<file path="src/rtl/alu_arbiter_if.sv">
// alu_arbiter_if: requester-side bundle of the shared-ALU arbiter.
//   master : requester side  (drives req/req_a/req_b/req_fn, sees gnt/rsp_*)
//   slave  : arbiter side    (samples requests, returns gnt/rsp_valid/rsp_data)
// Operand and function slices are packed per requester: requester i owns
// req_a/req_b[i*WIDTH +: WIDTH] and req_fn[i*FN_W +: FN_W].
interface alu_arbiter_if #(
  parameter int N_REQ = 4,
  parameter int WIDTH = 16,
  parameter int FN_W  = 6
);
  logic [N_REQ-1:0]       req;
  logic [N_REQ*WIDTH-1:0] req_a;
  logic [N_REQ*WIDTH-1:0] req_b;
  logic [N_REQ*FN_W-1:0]  req_fn;
  logic [N_REQ-1:0]       gnt;
  logic [N_REQ-1:0]       rsp_valid;
  logic [WIDTH-1:0]       rsp_data;

  modport master (
    output req, req_a, req_b, req_fn,
    input  gnt, rsp_valid, rsp_data
  );

  modport slave (
    input  req, req_a, req_b, req_fn,
    output gnt, rsp_valid, rsp_data
  );
endinterface

</file>
<file path="src/rtl/alu_arbiter.sv">
// alu_arbiter: shares one ALU between up to N_REQ requesters.
// Round-robin arbitration; the winner's operands are registered onto the ALU
// inputs, the arbiter waits ALU_LAT cycles, then captures the ALU result and
// returns it with a one-cycle rsp_valid pulse to the winner.
//
// Ports:
//   clk, rst_n        system clock, asynchronous active-low reset
//   bus (slave)       req/req_a/req_b/req_fn in, gnt/rsp_valid/rsp_data out
//   alu_a/alu_b/alu_fn registered ALU operands and function code
//   alu_result        ALU output, captured at the end of WAIT
//   busy              high while an operation is in flight
//
// Optional feature macro: ALU_ARB_FIXED_PRI_EN
//   Requester 0 wins whenever req[0] is high; such grants do not move the
//   round-robin pointer.
//
// state   | meaning
// --------+-----------------------------------------------------------
// ST_IDLE | no operation in flight; arbitrate among req on every edge
// ST_WAIT | operands on the ALU; counting ALU_LAT cycles to the result
module alu_arbiter #(
  parameter int N_REQ   = 4,
  parameter int WIDTH   = 16,
  parameter int FN_W    = 6,
  parameter int ALU_LAT = 1
) (
  input  logic             clk,
  input  logic             rst_n,
  alu_arbiter_if.slave     bus,
  output logic [WIDTH-1:0] alu_a,
  output logic [WIDTH-1:0] alu_b,
  output logic [FN_W-1:0]  alu_fn,
  input  logic [WIDTH-1:0] alu_result,
  output logic             busy
);

  localparam int IDX_W = $clog2(N_REQ);
  localparam int CNT_W = 4;

  typedef enum logic {ST_IDLE, ST_WAIT} state_t;

  state_t           state;
  logic [IDX_W-1:0] rr_ptr;
  logic [IDX_W-1:0] cur_idx;
  logic [CNT_W-1:0] cnt;

  logic             win_found;
  logic [IDX_W-1:0] win_idx;
  logic [IDX_W-1:0] rr_next;
  int               pos;

  // Walk from the highest rotated offset down to offset 0 so the last
  // assignment is the first requester at or above rr_ptr.
  always_comb begin
    win_found = 1'b0;
    win_idx   = '0;
    pos       = 0;
    for (int k = N_REQ - 1; k >= 0; k--) begin
      pos = int'(rr_ptr) + k;
      if (pos >= N_REQ) pos = pos - N_REQ;
      if (bus.req[pos]) begin
        win_found = 1'b1;
        win_idx   = IDX_W'(pos);
      end
    end
`ifdef ALU_ARB_FIXED_PRI_EN
    if (bus.req[0]) begin
      win_found = 1'b1;
      win_idx   = '0;
    end
`endif
  end

  assign rr_next = (win_idx == IDX_W'(N_REQ - 1)) ? '0 : win_idx + 1'b1;

  always_ff @(posedge clk or negedge rst_n) begin
    if (!rst_n) begin
      state         <= ST_IDLE;
      rr_ptr        <= '0;
      cur_idx       <= '0;
      cnt           <= '0;
      bus.gnt       <= '0;
      bus.rsp_valid <= '0;
      bus.rsp_data  <= '0;
      alu_a         <= '0;
      alu_b         <= '0;
      alu_fn        <= '0;
      busy          <= 1'b0;
    end else begin
      bus.gnt       <= '0;
      bus.rsp_valid <= '0;
      case (state)
        ST_IDLE: begin
          if (win_found) begin
            bus.gnt <= {{(N_REQ-1){1'b0}}, 1'b1} << win_idx;
            alu_a   <= bus.req_a[win_idx*WIDTH +: WIDTH];
            alu_b   <= bus.req_b[win_idx*WIDTH +: WIDTH];
            alu_fn  <= bus.req_fn[win_idx*FN_W +: FN_W];
            cur_idx <= win_idx;
            cnt     <= '0;
            busy    <= 1'b1;
            state   <= ST_WAIT;
`ifdef ALU_ARB_FIXED_PRI_EN
            // Priority grants to requester 0 keep the rotation where it was.
            if (!bus.req[0]) rr_ptr <= rr_next;
`else
            rr_ptr <= rr_next;
`endif
          end
        end
        ST_WAIT: begin
          if (cnt == CNT_W'(ALU_LAT - 1)) begin
            bus.rsp_data  <= alu_result;
            bus.rsp_valid <= {{(N_REQ-1){1'b0}}, 1'b1} << cur_idx;
            busy          <= 1'b0;
            state         <= ST_IDLE;
          end else begin
            cnt <= cnt + 1'b1;
          end
        end
        default: state <= ST_IDLE;
      endcase
    end
  end

endmodule
</file>
<file path="src/flat_wrapper.sv">
// flat-port wrapper written by rule: the top's interface ports become plain ports
module alu_arbiter_flat 
#(
  parameter int N_REQ   = 4,
  parameter int WIDTH   = 16,
  parameter int FN_W    = 6,
  parameter int ALU_LAT = 1
)
  (clk, rst_n, alu_a, alu_b, alu_fn, alu_result, busy, bus_req, bus_req_a, bus_req_b, bus_req_fn, bus_gnt, bus_rsp_valid, bus_rsp_data);
  alu_arbiter_if #(.N_REQ(N_REQ), .WIDTH(WIDTH), .FN_W(FN_W)) bus_i ();
  input  logic clk;
  input  logic rst_n;
  output logic [WIDTH-1:0] alu_a;
  output logic [WIDTH-1:0] alu_b;
  output logic [FN_W-1:0] alu_fn;
  input  logic [WIDTH-1:0] alu_result;
  output logic busy;
  input wire logic [$bits(bus_i.req)-1:0] bus_req;
  input wire logic [$bits(bus_i.req_a)-1:0] bus_req_a;
  input wire logic [$bits(bus_i.req_b)-1:0] bus_req_b;
  input wire logic [$bits(bus_i.req_fn)-1:0] bus_req_fn;
  output wire logic [$bits(bus_i.gnt)-1:0] bus_gnt;
  output wire logic [$bits(bus_i.rsp_valid)-1:0] bus_rsp_valid;
  output wire logic [$bits(bus_i.rsp_data)-1:0] bus_rsp_data;
  assign bus_i.req = bus_req;
  assign bus_i.req_a = bus_req_a;
  assign bus_i.req_b = bus_req_b;
  assign bus_i.req_fn = bus_req_fn;
  assign bus_gnt = bus_i.gnt;
  assign bus_rsp_valid = bus_i.rsp_valid;
  assign bus_rsp_data = bus_i.rsp_data;
  alu_arbiter #(.N_REQ(N_REQ), .WIDTH(WIDTH), .FN_W(FN_W), .ALU_LAT(ALU_LAT)) u_core (.clk(clk), .rst_n(rst_n), .bus(bus_i), .alu_a(alu_a), .alu_b(alu_b), .alu_fn(alu_fn), .alu_result(alu_result), .busy(busy));
endmodule
</file>
<file path="config.mk">
export PLATFORM = sky130hd
export DESIGN_NAME = alu_arbiter_flat
export DESIGN_NICKNAME = d
export VERILOG_FILES = /design/src/rtl/alu_arbiter_if.sv /design/src/rtl/alu_arbiter.sv /design/src/flat_wrapper.sv
export SDC_FILE = /design/constraint.sdc
export NUM_CORES = 1
export LEC_CHECK = 0
export ABC_AREA = 1
export CAP_MARGIN = 30
export CORE_MARGIN = 2
export CORE_UTILIZATION = 40
export CTS_BUF_LIST = sky130_fd_sc_hd__clkbuf_4 sky130_fd_sc_hd__clkbuf_8 sky130_fd_sc_hd__clkbuf_16
export DETAILED_ROUTE_END_ITERATION = 8
export PLACE_DENSITY = 0.81
export RECOVER_POWER = 100
export SLEW_MARGIN = 5
export SYNTH_ARGS = -nofsm -noshare
export SYNTH_HDL_FRONTEND = slang
export SYNTH_SLANG_ARGS = --single-unit
</file>
<file path="constraint.sdc">
create_clock -name clk -period 2.76 [get_ports clk]
set_input_delay 0.552 -clock clk [delete_from_list [all_inputs] [get_ports clk]]
set_output_delay 0.552 -clock clk [all_outputs]
set_load 0.01 [all_outputs]
</file>
==> summary.txt <==
STA
  • Final setup violation count: 0
  • Fin Clk Skew: 0.00480 ns
  • Actual slew at the worst max-slew pin: between 1.5 and 2 ns
  • RSZ-0062 raised after global routing: false
  • Final Hold Vio Count: 0
  • Rel. slew slack: -12.9%
  • Post-layout min period: ~2.4 ns
  • FMAX: ~430 MHz
  • Worst hold slack: 0.0567 ns
  • Setup TNS: 0 ns
  • Fin. max-slew vios: between 60 and 70
  • Fin crit share: ~85%

Synth
  • Yosys Warn Count: 0
  • Synth Area in Adders: less than 1%
  • Synth Flop Type: dfrtp_1
  • Synth Area in Compound Gates: under 10%
  • Yosys top cell area share: between 30% and 40%
  • Area contributors post-synth: dfrtp_1, nand2_1, nand3_1, inv_1, or2_1
  • Post-synth net total: between 800 and 900
  • Post-synthesis sequential area ratio: between 30% and 40%
  • Number of synthesized flops with an enable pin: 0
  • Cell variety after synth: 29
  • Mux share of post-synthesis cell area: 0%
  • Synth Cell Area: between 4000 and 5000 µm²
  • Yosys reg bits: between 70 and 80
  • Post-synth top area cell: dfrtp_1
  • Simple-Gate Fraction of Synth Area: a little over two fifths
  • Synth Area per Inst: 6.68 µm²
  • Combinational family with the most area after synthesis: simple AND/OR/NAND/NOR gates
  • Syn Inst Count: around 700
  • FFs w/ async S/R, synth: 100%
  • XOR/XNOR Fraction of Synth Area: 0.380%

Hold path
  • Hold crit path type: in2async

Die
  • Core Area: 11300 µm²
  • Die width: about 110 µm
  • Initial Util: roughly two fifths
  • Top-level I/O count: around 240
  • # rows: 39
  • DIE HEIGHT: between 100 and 150 µm
  • Die Footprint: around 12000 µm²

Critical path
  • Data required, critical path: 3.03 ns
  • Worst setup SP type: input port
  • Critical path peak fanout: 13
  • Arr. time, crit path: 2.62 ns
  • Crit. End Element: register
  • Critical path type: in2reg

Layout
  • Post-layout net count: ~1.1k
  • Antenna cells: 0
  • Area delta synth->final: 61.4%
  • Filler Cells Inserted: 1031
  • Layout cells sized above 1: under 10%

Clock network
  • H-tree depth: 3
  • Worst-Skew Late Latency: between 0.3 and 0.4 ns
  • Clk slew on worst S/H paths: approximately 0.06 ns
  • TritonCTS clock tree: built
  • Clk sinks: 72
  • Clk buf depth: 2
  • CTS Hold Bufs: 0
  • CTS root buf: clkbuf_16
  • Total CTS buffers: 9
  • Cts repair resizes: 0
  • Post-CTS Repair Setup Buffers: 0

Power
  • Peak VDD IR: 0.945 mV
  • Sw power: around 3.8 mW
  • Pwr dens: 1150 nW/µm²
  • Internal power: between 4 and 5 mW
  • Net Sw Frac: 44.2%
  • Sequential power share: 21.4%
  • Lkg Pwr: about 3.9 nW
  • Clock Power Share: between 10% and 20%
  • Comb pwr share: 62.3%

Global routing
  • Met2 GRT Util: 40.5%
  • First-pass GRT wire length: approximately 23000 µm
  • Vias in the first global route: around 4.8k
  • GR Layer Usage met3: 8.06%
  • Grt ovf: 0
  • GRT Overall Usage: a little under a quarter
  • Met1 Usage GRT: between 20% and 30%
  • Initial antenna violation count: 0
  • Grt peak-use layer: met2
  • Largest net degree at the start of global routing: 73

Routing
  • Via/cell ratio: between 4 and 5
  • DR DRC count: 0
  • Pre-Repair DR Iteration Count: 4
  • WL/cell: 12.8 µm
  • Post-route ant nets: 0
  • Via Count: a little under 5k
  • Initial drt markers: around 340
  • Total Wirelength: approximately 14000 µm

Placement
  • Number of port buffers: approximately 240
  • Post-DP HPWL: around 10000 µm
  • GP Congestion: 0.856

Status
  • Status: complete, but fails checks
  • Failing checks: capacitance limit, slew limit

Job
  • Number of max-cap violations: 1
## kinds of logic (layout without fill, tap and decap cells)
group / Yosys count / in the layout
xor+xnor: 2 / 2
buf+inv: 160 / 395
compound gates: 11 / 11
flops: 72 / 72
simple gates: 443 / 443
fa+ha+maj: 3 / 3
## per-stage QoR
step	area, µm²	power (mW)	util, %	setup slack (ns)	std cells
floorplan	4620	5.43	-	0.810	691
global placement	7100	7.38	62.7	0.217	1052
detailed placement	7100	7.49	62.7	0.198	1052
CTS	7470	8.94	66.0	0.558	1068
global route	7450	9.46	65.8	0.205	1069
finish	7450	8.60	65.8	0.407	1069
## layout make-up
class	instances	area [µm²]	area share, %
Timing Repair Buffer	254	2520	33.8
Multi-Input combinational cell	459	2110	28.4
Sequential cell	72	1800	24.2
Inverter	125	472	6.33
Clock buffer	12	267	3.58
Tap cell	143	179	2.40
Clock inverter	4	98.8	1.33
## cells in the final DEF (no fill, tap or decap), drive strengths merged, types with 2 or more instances in the layout
| cell type | netlist | routed |
|---|---|---|
| clkdlybuf4s50 | 0 | 172 |
| nor2 | 13 | 13 |
| nor3 | 4 | 4 |
| dfrtp | 72 | 72 |
| buf | 24 | 14 |
| or2 | 48 | 48 |
| o22ai | 3 | 3 |
| dlygate4sd3 | 0 | 63 |
| nand2 | 242 | 242 |
| nand3 | 135 | 135 |
| bufinv | 0 | 3 |
| a21oi | 2 | 2 |
| ha | 3 | 3 |
| o21ai | 5 | 5 |
| clkbuf | 11 | 17 |
| inv | 125 | 125 |
## synthesized netlist by cell type, types with 4 or more instances
library cell,n
nand2_2,4
nor3_1,4
nand3_1,134
buf_6,6
inv_1,122
buf_4,7
or2_1,45
dfrtp_1,72
buf_2,11
nand2_1,237
clkbuf_1,10
nor2_1,9
## flip-flops by register name (all words and copies together) (netlist names)
| register | count |
|---|---|
| u_core.bus.gnt | 4 |
| u_core.cur_idx | 2 |
| u_core.cnt | 4 |
| u_core.bus.rsp_valid | 4 |
| u_core.rr_ptr | 2 |
| u_core.busy | 1 |
| u_core.state | 1 |
| u_core.alu_fn | 6 |
| u_core.alu_b | 16 |
| u_core.bus.rsp_data | 16 |
| u_core.alu_a | 16 |
## metal layers
metal | share of wire [%] | vias to the layer above
li1 | - | 2548
met1 | 41 | 2175
met2 | 50 | 174
met3 | 7.9 | 13
met4 | 1.0 | 0
met5 | 0 | -
## power groups by stage
stage,clock (mW),combinational [mW],sequential (mW)
5_1_grt,1.48,6.06,1.92
6_report,1.40,5.36,1.84
2_1_floorplan,0,3.39,2.05
4_1_cts,1.43,5.63,1.87
3_5_place_dp,0,5.62,1.88
3_3_place_gp,0,5.52,1.87
## worst paths after layout
check / depth (start not counted) / end / slack [ns] / startpoint
hold / removal: 1 / u_core.bus.rsp_data[8] / 0.06 / rst_n
max in group asynchronous: 2 / u_core.alu_b[8] / 0.80 / rst_n
hold reg to reg: 2 / u_core.bus.rsp_data[7] / 0.47 / u_core.bus.rsp_data[7]
setup reg to reg: 11 / u_core.cnt[1] / 0.48 / u_core.rr_ptr[0]
setup / recovery: 12 / u_core.alu_b[2] / 0.41 / bus_req[2]
min in group clk: 2 / u_core.bus.rsp_data[7] / 0.47 / u_core.bus.rsp_data[7]
## critical path, stage by stage
cell,delay [ns]
clkdlybuf4s50_1,0.49
nand2_1,0.06
nand2_1,0.10
nand2_1,0.07
nand2_1,0.09
nor2_2,0.05
nand2_1,0.07
nand2_1,0.26
inv_1,0.15
clkbuf_1,0.45
nand2_1,0.16
nand2_1,0.10
Note: power is estimated with default switching activity, not from simulation.
